File: src/rtl/mem_ctrl_pkg.sv
// Shared types and constants for the memory controller: state encodings,
// busy-bit indices, IO space base and the accepted transfer lengths.
package mem_ctrl_pkg;

  typedef enum logic [2:0] {
    MC_IDLE   = 3'd0,
    MC_MREAD  = 3'd1,
    MC_MWRITE = 3'd2,
    MC_IFETCH = 3'd3,
    MC_DONE   = 3'd4
  } mc_state_e;

  localparam int BUSY_ACTIVE_BIT = 1;
  localparam int BUSY_FETCH_BIT  = 0;

  localparam logic [31:0] IO_BASE_DEFAULT = 32'h0003_0000;

  localparam logic [2:0] LEN_BYTE = 3'd1;
  localparam logic [2:0] LEN_HALF = 3'd2;
  localparam logic [2:0] LEN_WORD = 3'd4;

  function automatic logic len_valid(input logic [2:0] len);
    return (len == LEN_BYTE) || (len == LEN_HALF) || (len == LEN_WORD);
  endfunction

endpackage

File: src/rtl/mem_ctrl_if.sv
// Bundle of the memory-stage, fetch and byte-wide RAM/IO bus signals.
// slave = controller side, master = requesters plus RAM model.
interface mem_ctrl_if #(
  parameter int ADDR_W = 32
);
  logic              read_mem;
  logic              write_mem;
  logic [ADDR_W-1:0] mem_addr_to_read;
  logic [31:0]       mem_data_to_write;
  logic [2:0]        data_len;
  logic              mem_load_done;
  logic [31:0]       mem_ctrl_read_in;
  logic [1:0]        mem_ctrl_busy_state;

  logic              if_read;
  logic [ADDR_W-1:0] if_addr;
  logic              if_flush;
  logic              if_done;
  logic [31:0]       if_inst;

  logic [7:0]        ram_din;
  logic [7:0]        ram_dout;
  logic [ADDR_W-1:0] ram_a;
  logic              ram_wr;

  modport slave (
    input  read_mem, write_mem, mem_addr_to_read, mem_data_to_write, data_len,
    input  if_read, if_addr, if_flush, ram_din,
    output mem_load_done, mem_ctrl_read_in, mem_ctrl_busy_state,
    output if_done, if_inst, ram_dout, ram_a, ram_wr
  );

  modport master (
    output read_mem, write_mem, mem_addr_to_read, mem_data_to_write, data_len,
    output if_read, if_addr, if_flush, ram_din,
    input  mem_load_done, mem_ctrl_read_in, mem_ctrl_busy_state,
    input  if_done, if_inst, ram_dout, ram_a, ram_wr
  );

endinterface

File: src/rtl/mem_ctrl_byte_asm.sv
// Counter-indexed 32-bit byte buffer: captures read bytes into a word and
// selects the outgoing byte of a store word.
module mem_ctrl_byte_asm (
  input  logic        clk_in,
  input  logic        rst_in,
  input  logic        load_en,
  input  logic [31:0] load_val,
  input  logic        cap_en,
  input  logic [1:0]  cap_idx,
  input  logic [7:0]  cap_byte,
  input  logic [1:0]  sel_idx,
  output logic [31:0] word,
  output logic [7:0]  sel_byte
);

  logic [31:0] asm_q, asm_d;

  // word includes the byte being captured this cycle, so the final byte
  // and the completion can be registered on the same edge
  always_comb begin
    word = asm_q;
    if (cap_en) word[{cap_idx, 3'b000} +: 8] = cap_byte;
    asm_d = load_en ? load_val : word;
  end

  assign sel_byte = asm_q[{sel_idx, 3'b000} +: 8];

  always_ff @(posedge clk_in) begin
    if (!rst_in) asm_q <= '0;
    else         asm_q <= asm_d;
  end

endmodule

File: src/rtl/mem_ctrl.sv
// Memory controller: arbitrates fetch and load/store requests onto a byte-wide
// RAM/IO bus. Define MEMCTRL_IO_FULL_EN to stall IO-space writes on io_buffer_full.
module mem_ctrl
  import mem_ctrl_pkg::*;
#(
  parameter int ADDR_W = 32
`ifdef MEMCTRL_IO_FULL_EN
  ,
  parameter logic [ADDR_W-1:0] IO_BASE = ADDR_W'(IO_BASE_DEFAULT)
`endif
) (
  input  logic      clk_in,
  input  logic      rst_in,
`ifdef MEMCTRL_IO_FULL_EN
  input  logic      io_buffer_full,
`endif
  mem_ctrl_if.slave bus
);

  mc_state_e         state_q, state_d;
  logic [2:0]        cnt_q, cnt_d;
  logic [2:0]        len_q, len_d;
  logic [ADDR_W-1:0] base_q, base_d;
  logic              fetch_q, fetch_d;
  logic              mem_done_q, mem_done_d;
  logic [31:0]       rd_data_q, rd_data_d;
  logic              if_done_q, if_done_d;
  logic [31:0]       if_inst_q, if_inst_d;
  logic [1:0]        busy_q, busy_d;
  logic [ADDR_W-1:0] ram_a_q, ram_a_d;
  logic [7:0]        ram_dout_q, ram_dout_d;
  logic              ram_wr_q, ram_wr_d;

  logic              asm_load, cap_en;
  logic [31:0]       asm_val, asm_word;
  logic [7:0]        asm_byte;
  logic [ADDR_W-1:0] cur_addr;
  logic              stall;

  assign cur_addr = base_q + ADDR_W'(cnt_q);

`ifdef MEMCTRL_IO_FULL_EN
  assign stall = (cur_addr >= IO_BASE) && io_buffer_full;
`else
  assign stall = 1'b0;
`endif

  mem_ctrl_byte_asm u_byte_asm (
    .clk_in   (clk_in),
    .rst_in   (rst_in),
    .load_en  (asm_load),
    .load_val (asm_val),
    .cap_en   (cap_en),
    .cap_idx  (cnt_q[1:0] - 2'd2),
    .cap_byte (bus.ram_din),
    .sel_idx  (cnt_q[1:0]),
    .word     (asm_word),
    .sel_byte (asm_byte)
  );

  always_comb begin
    state_d    = state_q;
    cnt_d      = cnt_q;
    len_d      = len_q;
    base_d     = base_q;
    fetch_d    = fetch_q;
    mem_done_d = 1'b0;
    rd_data_d  = '0;
    if_done_d  = 1'b0;
    if_inst_d  = '0;
    ram_a_d    = '0;
    ram_dout_d = '0;
    ram_wr_d   = 1'b0;
    asm_load   = 1'b0;
    asm_val    = '0;
    cap_en     = 1'b0;

    case (state_q)
      MC_IDLE: begin
        if (bus.write_mem && len_valid(bus.data_len)) begin
          state_d  = MC_MWRITE;
          base_d   = bus.mem_addr_to_read;
          len_d    = bus.data_len;
          cnt_d    = '0;
          fetch_d  = 1'b0;
          asm_load = 1'b1;
          asm_val  = bus.mem_data_to_write;
        end else if (bus.read_mem && len_valid(bus.data_len)) begin
          state_d  = MC_MREAD;
          base_d   = bus.mem_addr_to_read;
          len_d    = bus.data_len;
          cnt_d    = '0;
          fetch_d  = 1'b0;
          asm_load = 1'b1;
        end else if (bus.if_read && !bus.if_flush) begin
          state_d  = MC_IFETCH;
          base_d   = bus.if_addr;
          len_d    = LEN_WORD;
          cnt_d    = '0;
          fetch_d  = 1'b1;
          asm_load = 1'b1;
        end
      end

      // Address goes out on counts 0..N-1; its byte is sampled two counts later
      MC_MREAD, MC_IFETCH: begin
        if (state_q == MC_IFETCH && bus.if_flush) begin
          state_d = MC_IDLE;
          fetch_d = 1'b0;
        end else begin
          cnt_d  = cnt_q + 3'd1;
          cap_en = (cnt_q >= 3'd2);
          if (cnt_q < len_q) ram_a_d = cur_addr;
          if (cnt_q == len_q + 3'd1) begin
            state_d = MC_DONE;
            if (fetch_q) begin
              if_done_d = 1'b1;
              if_inst_d = asm_word;
            end else begin
              mem_done_d = 1'b1;
              rd_data_d  = asm_word;
            end
          end
        end
      end

      MC_MWRITE: begin
        if (cnt_q == len_q) begin
          state_d    = MC_DONE;
          mem_done_d = 1'b1;
        end else if (!stall) begin
          ram_a_d    = cur_addr;
          ram_dout_d = asm_byte;
          ram_wr_d   = 1'b1;
          cnt_d      = cnt_q + 3'd1;
        end else begin
          ram_a_d = cur_addr;
        end
      end

      MC_DONE: begin
        state_d = MC_IDLE;
        fetch_d = 1'b0;
      end

      default: begin
        state_d = MC_IDLE;
        fetch_d = 1'b0;
      end
    endcase

    busy_d                  = '0;
    busy_d[BUSY_ACTIVE_BIT] = (state_d != MC_IDLE);
    busy_d[BUSY_FETCH_BIT]  = (state_d == MC_IFETCH) || (state_d == MC_DONE && fetch_d);
  end

  always_ff @(posedge clk_in) begin
    if (!rst_in) begin
      state_q    <= MC_IDLE;
      cnt_q      <= '0;
      len_q      <= '0;
      base_q     <= '0;
      fetch_q    <= 1'b0;
      mem_done_q <= 1'b0;
      rd_data_q  <= '0;
      if_done_q  <= 1'b0;
      if_inst_q  <= '0;
      busy_q     <= '0;
      ram_a_q    <= '0;
      ram_dout_q <= '0;
      ram_wr_q   <= 1'b0;
    end else begin
      state_q    <= state_d;
      cnt_q      <= cnt_d;
      len_q      <= len_d;
      base_q     <= base_d;
      fetch_q    <= fetch_d;
      mem_done_q <= mem_done_d;
      rd_data_q  <= rd_data_d;
      if_done_q  <= if_done_d;
      if_inst_q  <= if_inst_d;
      busy_q     <= busy_d;
      ram_a_q    <= ram_a_d;
      ram_dout_q <= ram_dout_d;
      ram_wr_q   <= ram_wr_d;
    end
  end

  assign bus.mem_load_done       = mem_done_q;
  assign bus.mem_ctrl_read_in    = rd_data_q;
  assign bus.mem_ctrl_busy_state = busy_q;
  assign bus.if_done             = if_done_q;
  assign bus.if_inst             = if_inst_q;
  assign bus.ram_a               = ram_a_q;
  assign bus.ram_dout            = ram_dout_q;
  assign bus.ram_wr              = ram_wr_q;

endmodule
File: src/flat_wrapper.sv
// flat-port wrapper written by rule: the top's interface ports become plain ports
module mem_ctrl_flat import mem_ctrl_pkg::*;
#(
  parameter int ADDR_W = 32

)
  (clk_in, rst_in, bus_read_mem, bus_write_mem, bus_mem_addr_to_read, bus_mem_data_to_write, bus_data_len, bus_if_read, bus_if_addr, bus_if_flush, bus_ram_din, bus_mem_load_done, bus_mem_ctrl_read_in, bus_mem_ctrl_busy_state, bus_if_done, bus_if_inst, bus_ram_dout, bus_ram_a, bus_ram_wr);
  mem_ctrl_if #(.ADDR_W(ADDR_W)) bus_i ();
  input  logic clk_in;
  input  logic rst_in;
  input wire logic [$bits(bus_i.read_mem)-1:0] bus_read_mem;
  input wire logic [$bits(bus_i.write_mem)-1:0] bus_write_mem;
  input wire logic [$bits(bus_i.mem_addr_to_read)-1:0] bus_mem_addr_to_read;
  input wire logic [$bits(bus_i.mem_data_to_write)-1:0] bus_mem_data_to_write;
  input wire logic [$bits(bus_i.data_len)-1:0] bus_data_len;
  input wire logic [$bits(bus_i.if_read)-1:0] bus_if_read;
  input wire logic [$bits(bus_i.if_addr)-1:0] bus_if_addr;
  input wire logic [$bits(bus_i.if_flush)-1:0] bus_if_flush;
  input wire logic [$bits(bus_i.ram_din)-1:0] bus_ram_din;
  output wire logic [$bits(bus_i.mem_load_done)-1:0] bus_mem_load_done;
  output wire logic [$bits(bus_i.mem_ctrl_read_in)-1:0] bus_mem_ctrl_read_in;
  output wire logic [$bits(bus_i.mem_ctrl_busy_state)-1:0] bus_mem_ctrl_busy_state;
  output wire logic [$bits(bus_i.if_done)-1:0] bus_if_done;
  output wire logic [$bits(bus_i.if_inst)-1:0] bus_if_inst;
  output wire logic [$bits(bus_i.ram_dout)-1:0] bus_ram_dout;
  output wire logic [$bits(bus_i.ram_a)-1:0] bus_ram_a;
  output wire logic [$bits(bus_i.ram_wr)-1:0] bus_ram_wr;
  assign bus_i.read_mem = bus_read_mem;
  assign bus_i.write_mem = bus_write_mem;
  assign bus_i.mem_addr_to_read = bus_mem_addr_to_read;
  assign bus_i.mem_data_to_write = bus_mem_data_to_write;
  assign bus_i.data_len = bus_data_len;
  assign bus_i.if_read = bus_if_read;
  assign bus_i.if_addr = bus_if_addr;
  assign bus_i.if_flush = bus_if_flush;
  assign bus_i.ram_din = bus_ram_din;
  assign bus_mem_load_done = bus_i.mem_load_done;
  assign bus_mem_ctrl_read_in = bus_i.mem_ctrl_read_in;
  assign bus_mem_ctrl_busy_state = bus_i.mem_ctrl_busy_state;
  assign bus_if_done = bus_i.if_done;
  assign bus_if_inst = bus_i.if_inst;
  assign bus_ram_dout = bus_i.ram_dout;
  assign bus_ram_a = bus_i.ram_a;
  assign bus_ram_wr = bus_i.ram_wr;
  mem_ctrl #(.ADDR_W(ADDR_W)) u_core (.clk_in(clk_in), .rst_in(rst_in), .bus(bus_i));
endmodule
File: config.mk
export PLATFORM = sky130hd
export DESIGN_NAME = mem_ctrl_flat
export DESIGN_NICKNAME = d
export VERILOG_FILES = /design/src/rtl/mem_ctrl_pkg.sv /design/src/rtl/mem_ctrl_if.sv /design/src/rtl/mem_ctrl_byte_asm.sv /design/src/rtl/mem_ctrl.sv /design/src/flat_wrapper.sv
export SDC_FILE = /design/constraint.sdc
export NUM_CORES = 1
export LEC_CHECK = 0
export ABC_AREA = 1
export CORE_ASPECT_RATIO = 2
export CORE_MARGIN = 8
export CORE_UTILIZATION = 53
export DETAILED_ROUTE_END_ITERATION = 8
export PLACE_DENSITY = 0.86
export SYNTH_ARGS = -nofsm -noshare
export SYNTH_HDL_FRONTEND = slang
export SYNTH_SLANG_ARGS = --single-unit
File: constraint.sdc
create_clock -name clk_in -period 4.1 [get_ports clk_in]
set_clock_uncertainty 0.2 [all_clocks]
set_input_delay 0.82 -clock clk_in [delete_from_list [all_inputs] [get_ports clk_in]]
set_output_delay 0.82 -clock clk_in [all_outputs]
set_load 0.02 [all_outputs]
==> results.sh <==
export IMPL_yosys_area_top_type_share_pct=43.57
export IMPL_drc=0
export IMPL_cpMaxStageDelayCell="sky130_fd_sc_hd__nor2_1"
export IMPL_initial_utilization_pct=53.57
export IMPL_fp_dieH_um=194.1
export IMPL_route_detailed_wl_per_inst_um=16.95
export IMPL_cts_tree="done"
export IMPL_global_route_overflow_total=0
export IMPL_grt_pass1_wl_mm=43.13
export IMPL_routed_wl_mm=27.27
export IMPL_power_share_combinational_pct=32.5
export IMPL_grt_start_max_net_pins=41
export IMPL_ir_drop_v=0.0004256
export IMPL_clock_latency_at_the_later_pin_of_the_worst_skew_pair_ps=430
export IMPL_port_buffers=221
export IMPL_ios=222
export IMPL_finalSetupViolCount=0
export IMPL_first_global_vias=8323
export IMPL_intPower_mw=3.378
export IMPL_totalPowerFinal_mw=5.532
export IMPL_asyncSetResetFlopFracSynth_pct=0
export IMPL_fin_crit_ps=3106
export IMPL_grt_setup_unrepaired="no"
export IMPL_power_clock_fraction_pct=28.3
export IMPL_chipWidth_um=105.1
export IMPL_hpwlAfterDp_mm=20.70
export IMPL_final_cell_mix="sky130_fd_sc_hd__nand2_1 (290), sky130_fd_sc_hd__clkdlybuf4s50_1 (221), sky130_fd_sc_hd__nor2_1 (209), sky130_fd_sc_hd__dfxtp_1 (183), sky130_fd_sc_hd__inv_1 (133)"
export IMPL_worst_pin_slew_ps=1126
export IMPL_syn_nets=1325
export IMPL_leakagePower_nw=4.632
export IMPL_critical_path_endpoint_type="register"
export IMPL_root_buffer="sky130_fd_sc_hd__clkbuf_16"
export IMPL_cts_hold_fix_buffers=0
export IMPL_worst_setup_path_type="register to register"
export IMPL_design_core_area_sq_um=15700
export IMPL_drv_cap=0
export IMPL_yosys_reg_bits=183
export IMPL_cts_clk_slew_worst_paths_ps=70
export IMPL_timing_critical_path_from_type="register"
export IMPL_die_area_sq_um=20390
export IMPL_pwr_per_cell_area_nw_per_um2=494.8
export IMPL_numPlacedInstances=1577
export IMPL_row_count=65
export IMPL_critical_path_top_delay_family="simple AND/OR/NAND/NOR gates"
export IMPL_layout_cells_most_common="sky130_fd_sc_hd__nand2_1"
export IMPL_postCtsResizedCells=0
export IMPL_p_switching_mw=2.154
export IMPL_detail_route_iter0_violations=409
export IMPL_power_switching_share_pct=38.93
export IMPL_cp_max_fo=16
export IMPL_hold_class="register to register"
export IMPL_post_synth_num_cell_types=44
export IMPL_flow_area_growth_from_synthesis_pct=32.99
export IMPL_most_used_flip_flop_cell_after_synthesis="sky130_fd_sc_hd__dfxtp_1"
export IMPL_cp_buffers_inverters=2
export IMPL_synth_top_area_cell="sky130_fd_sc_hd__dfxtp_1"
export IMPL_final_layout_size_suffix_gt1_share_pct=6.037
export IMPL_sequentialPowerShare_pct=39.2
export IMPL_cts_buffers_inserted=17
export IMPL_finalCritPeriodShare_pct=75.76
export IMPL_worstPathArrival_ps=3260
export IMPL_finalSetupTns_ps=0
export IMPL_yosysSeqAreaShare_pct=43.57
export IMPL_cts_repair_timing_setup_buffer_count=0
export IMPL_route_antenna_remaining_nets=0
export IMPL_maxSlewViolCount=0
export IMPL_relSlewSlack_pct=24.88
export IMPL_antenna_found_initial=0
export IMPL_worst_path_largest_cell_delay_ps=680
export IMPL_placedInstanceArea_sq_um=10630
export IMPL_maxClockFrequency_mhz=322.0
export IMPL_holdWs_ps=282.2
export IMPL_place_congestion=0.9715
export IMPL_global_route_usage_total_pct=26.79
export IMPL_avgViaCountPerCell=5.216
export IMPL_cts_buffer_depth=2
export IMPL_synth_top_cells_by_area="sky130_fd_sc_hd__dfxtp_1 (44%), sky130_fd_sc_hd__nand2_1 (13%), sky130_fd_sc_hd__nor2_1 (9.3%)"
export IMPL_final_net_count=1522
export IMPL_yosysWarnings=0
export IMPL_crit_path_cell_trace="inv_1 > ha_1 > nor2_1 > nand3_1 > nand2_1 > inv_1 > o21ai_0 > nand2_1 > a21oi_1"
export IMPL_cts_max_level=4
export IMPL_hold_viol=0
export IMPL_number_of_enable_flip_flop_cells_after_synthesis=0
export IMPL_via_count=8392
export IMPL_post_synth_instance_area_sq_um=8408
export IMPL_fin_area_sq_um=11180
export IMPL_instances_no_fill=1609
export IMPL_status="finished clean"
export IMPL_data_required_critical_path_ps=4260
export IMPL_cts_num_sinks=183
export IMPL_syn_mean_instance_area_sq_um=7.018
export IMPL_first_pass_iters=5
export IMPL_n_antenna_cell=0
export IMPL_synth_instances=1198
-- tightest hold or removal path, stage by stage (launching register included) --
cell                      delay [ps]
sky130_fd_sc_hd__dfxtp_1         330
sky130_fd_sc_hd__nand2_1          60
sky130_fd_sc_hd__a21oi_1          50
-- cell families after synthesis --
kind of cell / synth area share, %
XOR/XNOR: 1.042
flip-flops: 43.57
AND/OR/NAND/NOR: 30.88
adder cells (fa/ha/maj): 2.173
buffers and inverters: 10.19
AO/OA/AOI/OAI: 12.14
-- stage by stage --
step | util [%] | setup slack [ps]
2_1_floorplan | - | 1687
3_3_place_gp | 67.71 | 978.2
3_5_place_dp | 67.71 | 892.1
4_1_cts | 71.24 | 1118
5_1_grt | 71.24 | 841.0
6_report | 71.24 | 993.9
-- state kept, by name (all words and copies together), names as in the netlist, 8 cells and up --
| register | cells |
|---|---|
| u_core.base_q | 32 |
| u_core.bus.if_inst | 32 |
| u_core.bus.mem_ctrl_read_in | 32 |
| u_core.bus.ram_a | 32 |
| u_core.bus.ram_dout | 8 |
| u_core.u_byte_asm.asm_q | 32 |
-- cell usage after synthesis, types with 2 or more instances --
| cell type | n |
|---|---|
| sky130_fd_sc_hd__buf_6 | 7 |
| sky130_fd_sc_hd__xnor2_1 | 4 |
| sky130_fd_sc_hd__ha_1 | 13 |
| sky130_fd_sc_hd__xor2_1 | 6 |
| sky130_fd_sc_hd__nor3_1 | 10 |
| sky130_fd_sc_hd__nand3_1 | 58 |
| sky130_fd_sc_hd__nor3_2 | 2 |
| sky130_fd_sc_hd__a21oi_2 | 2 |
| sky130_fd_sc_hd__nand2_2 | 2 |
| sky130_fd_sc_hd__nor2_2 | 2 |
| sky130_fd_sc_hd__a21oi_4 | 2 |
| sky130_fd_sc_hd__nand3b_1 | 2 |
| sky130_fd_sc_hd__buf_4 | 2 |
| sky130_fd_sc_hd__nand4_1 | 27 |
| sky130_fd_sc_hd__nand2_1 | 290 |
| sky130_fd_sc_hd__nor3_4 | 3 |
| sky130_fd_sc_hd__nor2_1 | 209 |
| sky130_fd_sc_hd__clkbuf_1 | 15 |
| sky130_fd_sc_hd__inv_1 | 133 |
| sky130_fd_sc_hd__o21ai_2 | 14 |
| sky130_fd_sc_hd__o21ai_1 | 6 |
| sky130_fd_sc_hd__buf_2 | 26 |
| sky130_fd_sc_hd__nand3_2 | 5 |
| sky130_fd_sc_hd__inv_2 | 6 |
| sky130_fd_sc_hd__dfxtp_1 | 183 |
| sky130_fd_sc_hd__o21ai_0 | 96 |
| sky130_fd_sc_hd__a21oi_1 | 55 |
| sky130_fd_sc_hd__and2_1 | 2 |
-- metal layers --
| layer | global-route usage (%) | part of all wire, % | vias to the layer above |
|---|---|---|---|
| met4 | 16.72 | 5.8 | 0 |
| li1 | - | - | 4164 |
| met3 | 5.459 | 5.5 | 92 |
| met1 | 24.28 | 32 | 3798 |
| met5 | 0 | 0 | - |
| met2 | 51.77 | 56 | 338 |
-- layout make-up --
class,instances,area [sq um]
clock buffer,18,429.2
fill,1329,4514
sequential,183,3664
tap,201,251.5
clock inverter,14,125.1
timing repair buffer,231,2287
multi-input combinational,821,3887
inverter,141,538.0
-- path summary, 6_finish.rpt --
path	cells past startpoint	endpoint	start	slack [ps]
hold reg to reg	2	u_core.len_q[1]	u_core.len_q[1]	280
hold / removal	2	u_core.len_q[1]	u_core.len_q[1]	280
setup reg to reg	9	u_core.u_byte_asm.asm_q[22]	u_core.cnt_q[0]	990
setup / recovery	9	u_core.u_byte_asm.asm_q[22]	u_core.cnt_q[0]	990
-- power groups by stage --
stage               combinational, mW  clock, mW  sequential [mW]
CTS                              1.78       1.58             2.16
global placement                 1.74          0             2.19
detailed placement               1.76          0             2.20
global route                     2.00       1.65             2.19
floorplan                        1.25          0             2.18
finish                           1.80       1.57             2.17
Power figures use the tool's default switching activity.
